File: src/rtl/mul_pkg.sv
// Shared types and sizing helpers for the sequential shift-add multiplier.
package mul_pkg;

    typedef enum logic [1:0] {
        IDLE = 2'd0,
        CALC = 2'd1,
        DONE = 2'd2
    } mul_state_e;

    function automatic int mul_steps(input int w, input int s);
        return w / s;
    endfunction

    function automatic int mul_cnt_w(input int w, input int s);
        return $clog2(w / s + 1);
    endfunction

endpackage

File: src/rtl/mul_nnbit_pp.sv
// Partial product of the shifted multiplicand and one S-bit multiplier digit.
module mul_nnbit_pp #(
    parameter int DATA_WIDTH = 8,
    parameter int STEP_BITS  = 1
) (
    input  logic [2*DATA_WIDTH-1:0] i_xr,
    input  logic [STEP_BITS-1:0]    i_dig,
    output logic [2*DATA_WIDTH-1:0] o_pp
);

    always_comb begin
        o_pp = '0;
        for (int i = 0; i < STEP_BITS; i++) begin
            if (i_dig[i]) begin
                o_pp = o_pp + (i_xr << i);
            end
        end
    end

endmodule

File: src/rtl/mul_nnbit_seq.sv
// Handshaked sequential shift-add multiplier, S multiplier bits per cycle,
// signed or unsigned operands via magnitude/sign decomposition.
module mul_nnbit_seq
    import mul_pkg::*;
#(
    parameter int DATA_WIDTH = 8,
    parameter int STEP_BITS  = 1
) (
    input  logic                    i_clk,
    input  logic                    i_rst_n,
    input  logic                    i_valid,
    output logic                    o_ready,
    input  logic                    i_signed,
    input  logic [DATA_WIDTH-1:0]   i_num_x,
    input  logic [DATA_WIDTH-1:0]   i_num_y,
    output logic                    o_valid,
    input  logic                    i_ready,
    output logic [2*DATA_WIDTH-1:0] o_res
);

    localparam int W  = DATA_WIDTH;
    localparam int S  = STEP_BITS;
    localparam int N  = mul_steps(W, S);
    localparam int CW = mul_cnt_w(W, S);

    if ((DATA_WIDTH % STEP_BITS) != 0) begin : g_bad_step
        $error("STEP_BITS must divide DATA_WIDTH");
    end

    mul_state_e       state_q, state_d;
    logic [CW-1:0]    cnt_q, cnt_d;
    logic [2*W-1:0]   acc_q, acc_d;
    logic [2*W-1:0]   xr_q, xr_d;
    logic [W-1:0]     yr_q, yr_d;
    logic             sign_q, sign_d;
    logic [2*W-1:0]   res_q, res_d;
    logic [2*W-1:0]   pp;
    logic [2*W-1:0]   sum;
    logic [W-1:0]     mag_x, mag_y;
    logic             last;

    mul_nnbit_pp #(
        .DATA_WIDTH (W),
        .STEP_BITS  (S)
    ) u_pp (
        .i_xr  (xr_q),
        .i_dig (yr_q[S-1:0]),
        .o_pp  (pp)
    );

    // Most-negative operand negates to 2^(W-1), which still fits unsigned.
    assign mag_x = (i_signed & i_num_x[W-1]) ? -i_num_x : i_num_x;
    assign mag_y = (i_signed & i_num_y[W-1]) ? -i_num_y : i_num_y;
    assign sum   = acc_q + pp;
    assign last  = (cnt_q == CW'(N - 1));

    always_ff @(posedge i_clk or negedge i_rst_n) begin
        if (!i_rst_n) begin
            state_q <= IDLE;
        end else begin
            state_q <= state_d;
        end
    end

    always_comb begin
        state_d = state_q;
        unique case (state_q)
            IDLE:    if (i_valid) state_d = CALC;
            CALC:    if (last) state_d = DONE;
            DONE:    if (i_ready) state_d = IDLE;
            default: state_d = IDLE;
        endcase
    end

    always_comb begin
        o_ready = i_rst_n & (state_q == IDLE);
        o_valid = (state_q == DONE);
        o_res   = res_q;
    end

    always_comb begin
        cnt_d  = cnt_q;
        acc_d  = acc_q;
        xr_d   = xr_q;
        yr_d   = yr_q;
        sign_d = sign_q;
        res_d  = res_q;
        unique case (state_q)
            IDLE: begin
                if (i_valid) begin
                    cnt_d  = '0;
                    acc_d  = '0;
                    xr_d   = {{W{1'b0}}, mag_x};
                    yr_d   = mag_y;
                    sign_d = i_signed & (i_num_x[W-1] ^ i_num_y[W-1]);
                end
            end
            CALC: begin
                acc_d = sum;
                xr_d  = xr_q << S;
                yr_d  = yr_q >> S;
                cnt_d = cnt_q + CW'(1);
                if (last) begin
                    res_d = sign_q ? -sum : sum;
                end
            end
            default: ;
        endcase
    end

    always_ff @(posedge i_clk or negedge i_rst_n) begin
        if (!i_rst_n) begin
            cnt_q  <= '0;
            acc_q  <= '0;
            xr_q   <= '0;
            yr_q   <= '0;
            sign_q <= 1'b0;
            res_q  <= '0;
        end else begin
            cnt_q  <= cnt_d;
            acc_q  <= acc_d;
            xr_q   <= xr_d;
            yr_q   <= yr_d;
            sign_q <= sign_d;
            res_q  <= res_d;
        end
    end

endmodule

File: config.mk
export PLATFORM = sky130hd
export DESIGN_NAME = mul_nnbit_seq
export DESIGN_NICKNAME = d
export VERILOG_FILES = /design/src/rtl/mul_pkg.sv /design/src/rtl/mul_nnbit_pp.sv /design/src/rtl/mul_nnbit_seq.sv
export SDC_FILE = /design/constraint.sdc
export NUM_CORES = 1
export LEC_CHECK = 0
export CORE_MARGIN = 2
export CORE_UTILIZATION = 33
export CTS_CLUSTER_SIZE = 40
export DETAILED_ROUTE_END_ITERATION = 8
export PLACE_DENSITY_LB_ADDON = 0.3
export RECOVER_POWER = 25
export SLEW_MARGIN = 20
export SYNTH_ARGS = -nofsm -noshare
export SYNTH_HDL_FRONTEND = slang
export SYNTH_SLANG_ARGS = --single-unit
export TNS_END_PERCENT = 20
File: constraint.sdc
create_clock -name i_clk -period 4.4 [get_ports i_clk]
set_input_delay 0.88 -clock i_clk [delete_from_list [all_inputs] [get_ports i_clk]]
set_output_delay 0.88 -clock i_clk [all_outputs]
set_load 0.02 [all_outputs]
==> flow_metrics.py, run 1 <==
metrics = {
    "global_route": {
        "grtUsageTotal_pct": 14.6,
        "grt_pass1_vias": 3112,
        "grt_max_degree": 64,
        "grt_overflow_total": 0,
        "grt_pass1_wl_um": 15200,
        "antenna_found_initial": 0,
    },
    "drt": {
        "routed_wl_um": 8680,
        "wl_met1_um": 4510,
        "drt_iter0_drc": 140,
        "wl_met3_um": 327,
        "post-route-drc-count": 0,
        "top_layer": "met4",
        "final_antenna_net_count": 0,
        "viasPerCell": 5.06,
        "met2_length_um": 3720,
        "drt_pass1_iterations": 4,
        "routedWlPerCell_um": 13.9,
        "num_vias": 3164,
    },
    "layout": {
        "fillers": 1158,
        "final_common_cell": "dfrtp_1",
        "insertedDiodeCount": 0,
        "drive_gt1_share_pct": 7.47,
        "area_growth_pct": 21.7,
        "nets": 518,
        "layout_common_cells": "63 x dfrtp_1, 62 x nand2_1, 55 x o21ai_0",
    },
    "setup_path": {
        "rr_startpoint": "yr_q[0]$_DFFE_PN0P_",
        "endpoint_kind": "flip-flop",
        "cp.arrival_ps": 3630,
        "cp-start-kind": "flip-flop",
        "cp_max_fo": 17,
        "critPathLaunch": "yr_q[0]$_DFFE_PN0P_",
        "crit_required_ps": 4600,
        "worstSetupPathType": "reg -> reg",
    },
    "clock_tree": {
        "ctsResizeCount": 0,
        "ctsLongestPathBuffers": 2,
        "cts_hold_buf": 0,
        "clock_latency_ps": 330,
        "cts_buffers": 9,
        "cts_setup_buffers": 0,
        "cts_tree": "done",
        "cts_sinks": 63,
        "cts-htree-levels": 3,
        "path_clk_slew_ps": 50,
        "cts_root_buf": "clkbuf_16",
    },
    "sta": {
        "rsz0062_at_grt": "false",
        "fin_setup_tns_ps": 0,
        "worst_slew_pin_slew_ps": 1550,
        "setup_viol": 0,
        "whs_ps": 473,
        "fmax_mhz": 291,
        "period_needed_ps": 3430,
        "hold_viol_final": 0,
        "skew_ps": 4.91,
        "slew_headroom_pct": -3.31,
        "slew_violations": 64,
        "fin_crit_sh_pct": 78.0,
    },
    "job": {
        "drv_cap": 1,
    },
    "synthesis": {
        "synthCells": 443,
        "synth_fp_nets": 484,
        "ys_seq_area_share_pct": 39.9,
        "synth-edff-count": 0,
        "yosys_warnings": 0,
        "synth.avg_cell_area_um2": 8.91,
        "ys_async_sr_fraction_pct": 100,
        "synth_area_leaders": "dfrtp_1 40%, o21ai_0 7.0%, ha_1 6.0%",
        "ys_types": 59,
        "synth_top_area_cell": "dfrtp_1",
        "synth_top_area_share_pct": 39.9,
        "yosys_register_bits": 63,
        "syn-cell-area_um2": 3950,
        "synth_ff_type": "dfrtp_1",
    },
    "placed_design": {
        "io_buffers": 38,
        "dp_hpwl_um": 6290,
        "routabilityCongestion": 0.794,
    },
    "floorplanning": {
        "dieArea_um2": 12900,
        "num_io_pins": 39,
        "fp.coreArea_um2": 11600,
        "fp-row-count": 39,
        "die_w_um": 113,
        "initial_utilization_pct": 34.1,
        "die_y_um": 113,
    },
    "pwr": {
        "p_leak_nw": 2.08,
        "power.density_nw_per_um2": 800,
        "ir_drop_mv": 0.250,
    },
    "outcome": {
        "violations": "max-capacitance violations, max-slew violations",
        "status": "finished with violations",
    },
    "hold_path": {
        "hold_start": "o_res[4]$_DFFE_PN0P_",
        "min_path_type": "reg -> reg",
    },
}
synthesized netlist by cell type, types with 3 or more instances:
cell and number:
a211oi_1 3, a21o_1 5, a21oi_1 12, a22oi_1 12
a31oi_1 8, and2_1 19, clkbuf_1 19, dfrtp_1 63
ha_1 19, inv_1 13, mux2i_1 4, nand2_1 62
nand2b_1 7, nand3_1 23, nor2_1 20, nor2b_1 3
nor3_1 7, o21ai_0 55, o21ai_1 8, o31ai_1 3
or3_1 3, xnor2_1 21, xor2_1 14
registers in the layout, summed over array words and instances (netlist names):
signal and flops:
o_res 16, yr_q 8, state_q 2, sign_q 1
acc_q 16, cnt_q 4, xr_q 16
worst max-delay path: stages, from the launching register on:
cell and delay [ps]:
dfrtp_1 530, and2_1 240, ha_1 200, fa_1 440
a21o_1 200, a311o_1 390, a2111oi_2 360, nor3_1 150
xnor2_2 170, and3_4 200, a41oi_1 230, xnor2_1 140
o21ai_1 70
metrics by stage:
stage	setup WS, ps	area, um2	utilization, %	std cells	power (W)
5_1_grt	732	4810	41.6	625	0.00419
3_5_place_dp	983	4460	38.6	609	0.00304
3_3_place_gp	1020	4460	38.6	609	0.00299
2_1_floorplan	1150	3950	-	443	0.00251
4_1_cts	960	4810	41.6	625	0.00388
6_report	969	4810	41.6	625	0.00384
layout make-up:
type	instances	area, um2	area share, %
flip-flops and latches	63	1580	32.8
well taps	143	179	3.72
repair buffers	44	417	8.67
multi-input cells	346	2240	46.6
inverters	13	48.8	1.02
clock inverters	5	105	2.19
clock buffers	11	243	5.05
per-layer routing:
layer,global-route usage [%],vias to the layer above
met5,0,-
met4,4.88,0
met3,2.28,9
met2,22.6,67
met1,20.8,1451
li1,-,1637
where the power goes:
part	internal (W)	switching, W
combinational	0.000822	0.00117
sequential	0.000839	0.000183
clock	0.000569	0.000258
worst paths after layout:
check                                   endpoint  slack, ps  depth (start not counted)
min in group asynchronous   o_res[0]$_DFFE_PN0P_       1080                          2
min                         o_res[4]$_DFFE_PN0P_        470                          2
max reg2reg                o_res[15]$_DFFE_PN0P_        970                         12
max                        o_res[15]$_DFFE_PN0P_        970                         12
min reg2reg                 o_res[4]$_DFFE_PN0P_        470                          2
max in group asynchronous   acc_q[1]$_DFFE_PN0P_       2360                          2
cell families after synthesis:
family | synth area share, %
buf+inv | 3.45
mux | 1.01
compound gates | 20.8
fa+ha+maj | 6.53
flops | 39.9
xor+xnor | 8.59
simple gates | 19.7
No activity file was read; power rests on OpenSTA's default activity.
==> inputs of run 2 (changes only) <==
- clock period: 4.4 -> 3.5 ns (I/O delays scaled with it)
==> run 2 against run 1 <==
  * The flow still finishes with violations (max-capacitance violations, max-slew violations)
  * First-iteration DRC count grew 11%
  * Via count grew 2.2%
  * Total power rose by 25%
  * Highest routed layer unchanged
  * Clock power rose by 7.6%
  * Utilization about the same
  * Flip-flop and latch count is the same
  * Register-to-register slack worse by 690 ps
  * Die area stayed put
  * Sequential share of layout area is essentially flat
  * Cell area hardly changed
  * Hold slack improved by 1.1 ps
==> flow_metrics.py, run 2 (synthesized netlist as in run 1, its figures left out) <==
metrics = {
    "layout": {
        "final_common_cell": "dfrtp_1",
        "fillers": 1160,
        "insertedDiodeCount": 0,
        "multi_input_area_um2": 2250,
        "seq_area_um2": 1580,
        "area_growth_pct": 21.7,
        "final_cells": 629,
        "nets": 523,
        "drive_gt1_share_pct": 8.44,
        "layout_common_cells": "63 x dfrtp_1, 62 x nand2_1, 55 x o21ai_0",
    },
    "clock_tree": {
        "cts_tree": "done",
        "cts_root_buf": "clkbuf_16",
        "clock_latency_ps": 330,
        "cts_buffers": 9,
        "cts_hold_buf": 0,
        "path_clk_slew_ps": 60,
        "cts-htree-levels": 3,
        "ctsLongestPathBuffers": 2,
        "cts_sinks": 63,
    },
    "sta": {
        "slew_headroom_pct": -5.80,
        "worst_slew_pin_slew_ps": 1590,
        "slew_violations": 64,
        "hold_viol_final": 0,
        "fin_crit_sh_pct": 92.0,
        "period_needed_ps": 3220,
        "fin_setup_tns_ps": 0,
        "skew_ps": 9.98,
        "rsz0062_at_grt": "false",
        "setup_viol": 0,
        "fmax_mhz": 311,
    },
    "floorplanning": {
        "die_y_um": 113,
        "fp.coreArea_um2": 11600,
        "num_io_pins": 39,
        "dieArea_um2": 12900,
        "initial_utilization_pct": 34.1,
        "die_w_um": 113,
        "fp-row-count": 39,
    },
    "global_route": {
        "grt_max_degree": 64,
        "grtUsageTotal_pct": 14.9,
        "grt_pass1_wl_um": 15400,
        "antenna_found_initial": 0,
        "grt_overflow_total": 0,
        "grt_pass1_vias": 3192,
    },
    "drt": {
        "final_antenna_net_count": 0,
        "drt_iter0_drc": 155,
        "routedWlPerCell_um": 14.3,
        "num_vias": 3235,
        "routed_wl_um": 8970,
        "viasPerCell": 5.14,
        "drt_pass1_iterations": 4,
        "post-route-drc-count": 0,
    },
    "setup_path": {
        "cp.arrival_ps": 3400,
        "path_cells": "and2_1 > ha_1 > fa_1 > a21o_1 > a311o_1 > a2111oi_4 > nor3_1 > xnor2_2 > and3_4 > a31oi_1 > xor2_1 > o21ai_1",
        "critPathBufInv": 0,
        "endpoint_kind": "flip-flop",
        "cp_top_family": "compound AO/OA/AOI/OAI gates",
        "cp_max_fo": 3,
        "worstSetupPathType": "reg -> reg",
        "max_stage_delay_ps": 430,
        "path_depth": 12,
        "crit_required_ps": 3680,
        "cp-start-kind": "flip-flop",
        "rr_worst_depth": 12,
        "timing.critical_path.slowest_stage_cell": "fa_1",
    },
    "placed_design": {
        "dp.cells": 614,
        "dp_hpwl_um": 6510,
        "io_buffers": 38,
        "routabilityCongestion": 0.847,
    },
    "pwr": {
        "switching_share_pct": 43.6,
        "p_sw_w": 0.00210,
        "power.density_nw_per_um2": 1000,
        "power.internal_w": 0.00272,
        "p_leak_nw": 2.08,
        "ir_drop_mv": 0.337,
        "p_clk_share_pct": 18.4,
        "combPwrFrac_pct": 55.2,
        "power.share.sequential_pct": 26.3,
        "p_total_w": 0.00482,
    },
    "hold_path": {
        "worstHoldPathCells": 2,
        "min_path_type": "reg -> reg",
    },
    "outcome": {
        "violations": "max-capacitance violations, max-slew violations",
        "status": "finished with violations",
    },
    "job": {
        "drv_cap": 1,
    },
}
-- run 2: cell type report --
type,instances,area share [%]
repair buffers,49,9.45
well taps,143,3.72
multi-input cells,346,46.8
clock inverters,6,1.48
inverters,13,1.02
flip-flops and latches,63,32.8
clock buffers,9,4.69
-- run 2: per-stage QoR --
step | hold WS [ps] | setup slack (ps) | cell area, um2 | util, %
2_1_floorplan | 404 | 251 | 3950 | -
3_3_place_gp | 461 | 296 | 4500 | 38.9
3_5_place_dp | 469 | 275 | 4500 | 38.9
4_1_cts | 481 | 257 | 4800 | 41.5
5_1_grt | 505 | 59.7 | 4800 | 41.5
6_report | 474 | 282 | 4800 | 41.5
-- run 2: worst min-delay path, delay by kind of cell (launching register included) --
family / cells / cell delay [ps]
DFF: 1 / 340
and+or+nand+nor: 1 / 50
AOI/OAI and AO/OA: 1 / 60
-- run 2: path summary, 6_finish.rpt --
path                                               to  slack, ps            startpoint
worst min register to register   o_res[7]$_DFFE_PN0P_        470  o_res[7]$_DFFE_PN0P_
worst max register to register  o_res[14]$_DFFE_PN0P_        280   xr_q[0]$_DFFE_PN0P_
worst max-delay path            o_res[14]$_DFFE_PN0P_        280   xr_q[0]$_DFFE_PN0P_
min in group asynchronous        acc_q[3]$_DFFE_PN0P_        980               i_rst_n
max in group asynchronous       acc_q[10]$_DFFE_PN0P_       1590               i_rst_n
worst min-delay path             o_res[7]$_DFFE_PN0P_        470  o_res[7]$_DFFE_PN0P_
-- run 2: power groups by stage --
stage / sequential, W / combinational, W / clock [W]
finish: 0.00127 / 0.00266 / 0.000890
detailed placement: 0.00128 / 0.00266 / 0
global route: 0.00131 / 0.00300 / 0.000945
CTS: 0.00127 / 0.00266 / 0.000910
floorplan: 0.00132 / 0.00184 / 0
global placement: 0.00127 / 0.00260 / 0
-- run 2: repair_timing --
action                                  CTS  global route
buffers inserted                          0             0
endpoints found under the hold margin     0             0
resized for setup                         0             1
endpoints found under the setup margin    0             2
-- run 2: layer usage --
layer	GRT usage, %	vias to the layer above	part of all wire [%]
met1	21.5	1516	50
li1	-	1638	-
met2	22.6	75	43
met5	0	-	0
met3	3.24	6	5.5
met4	3.74	0	0.99
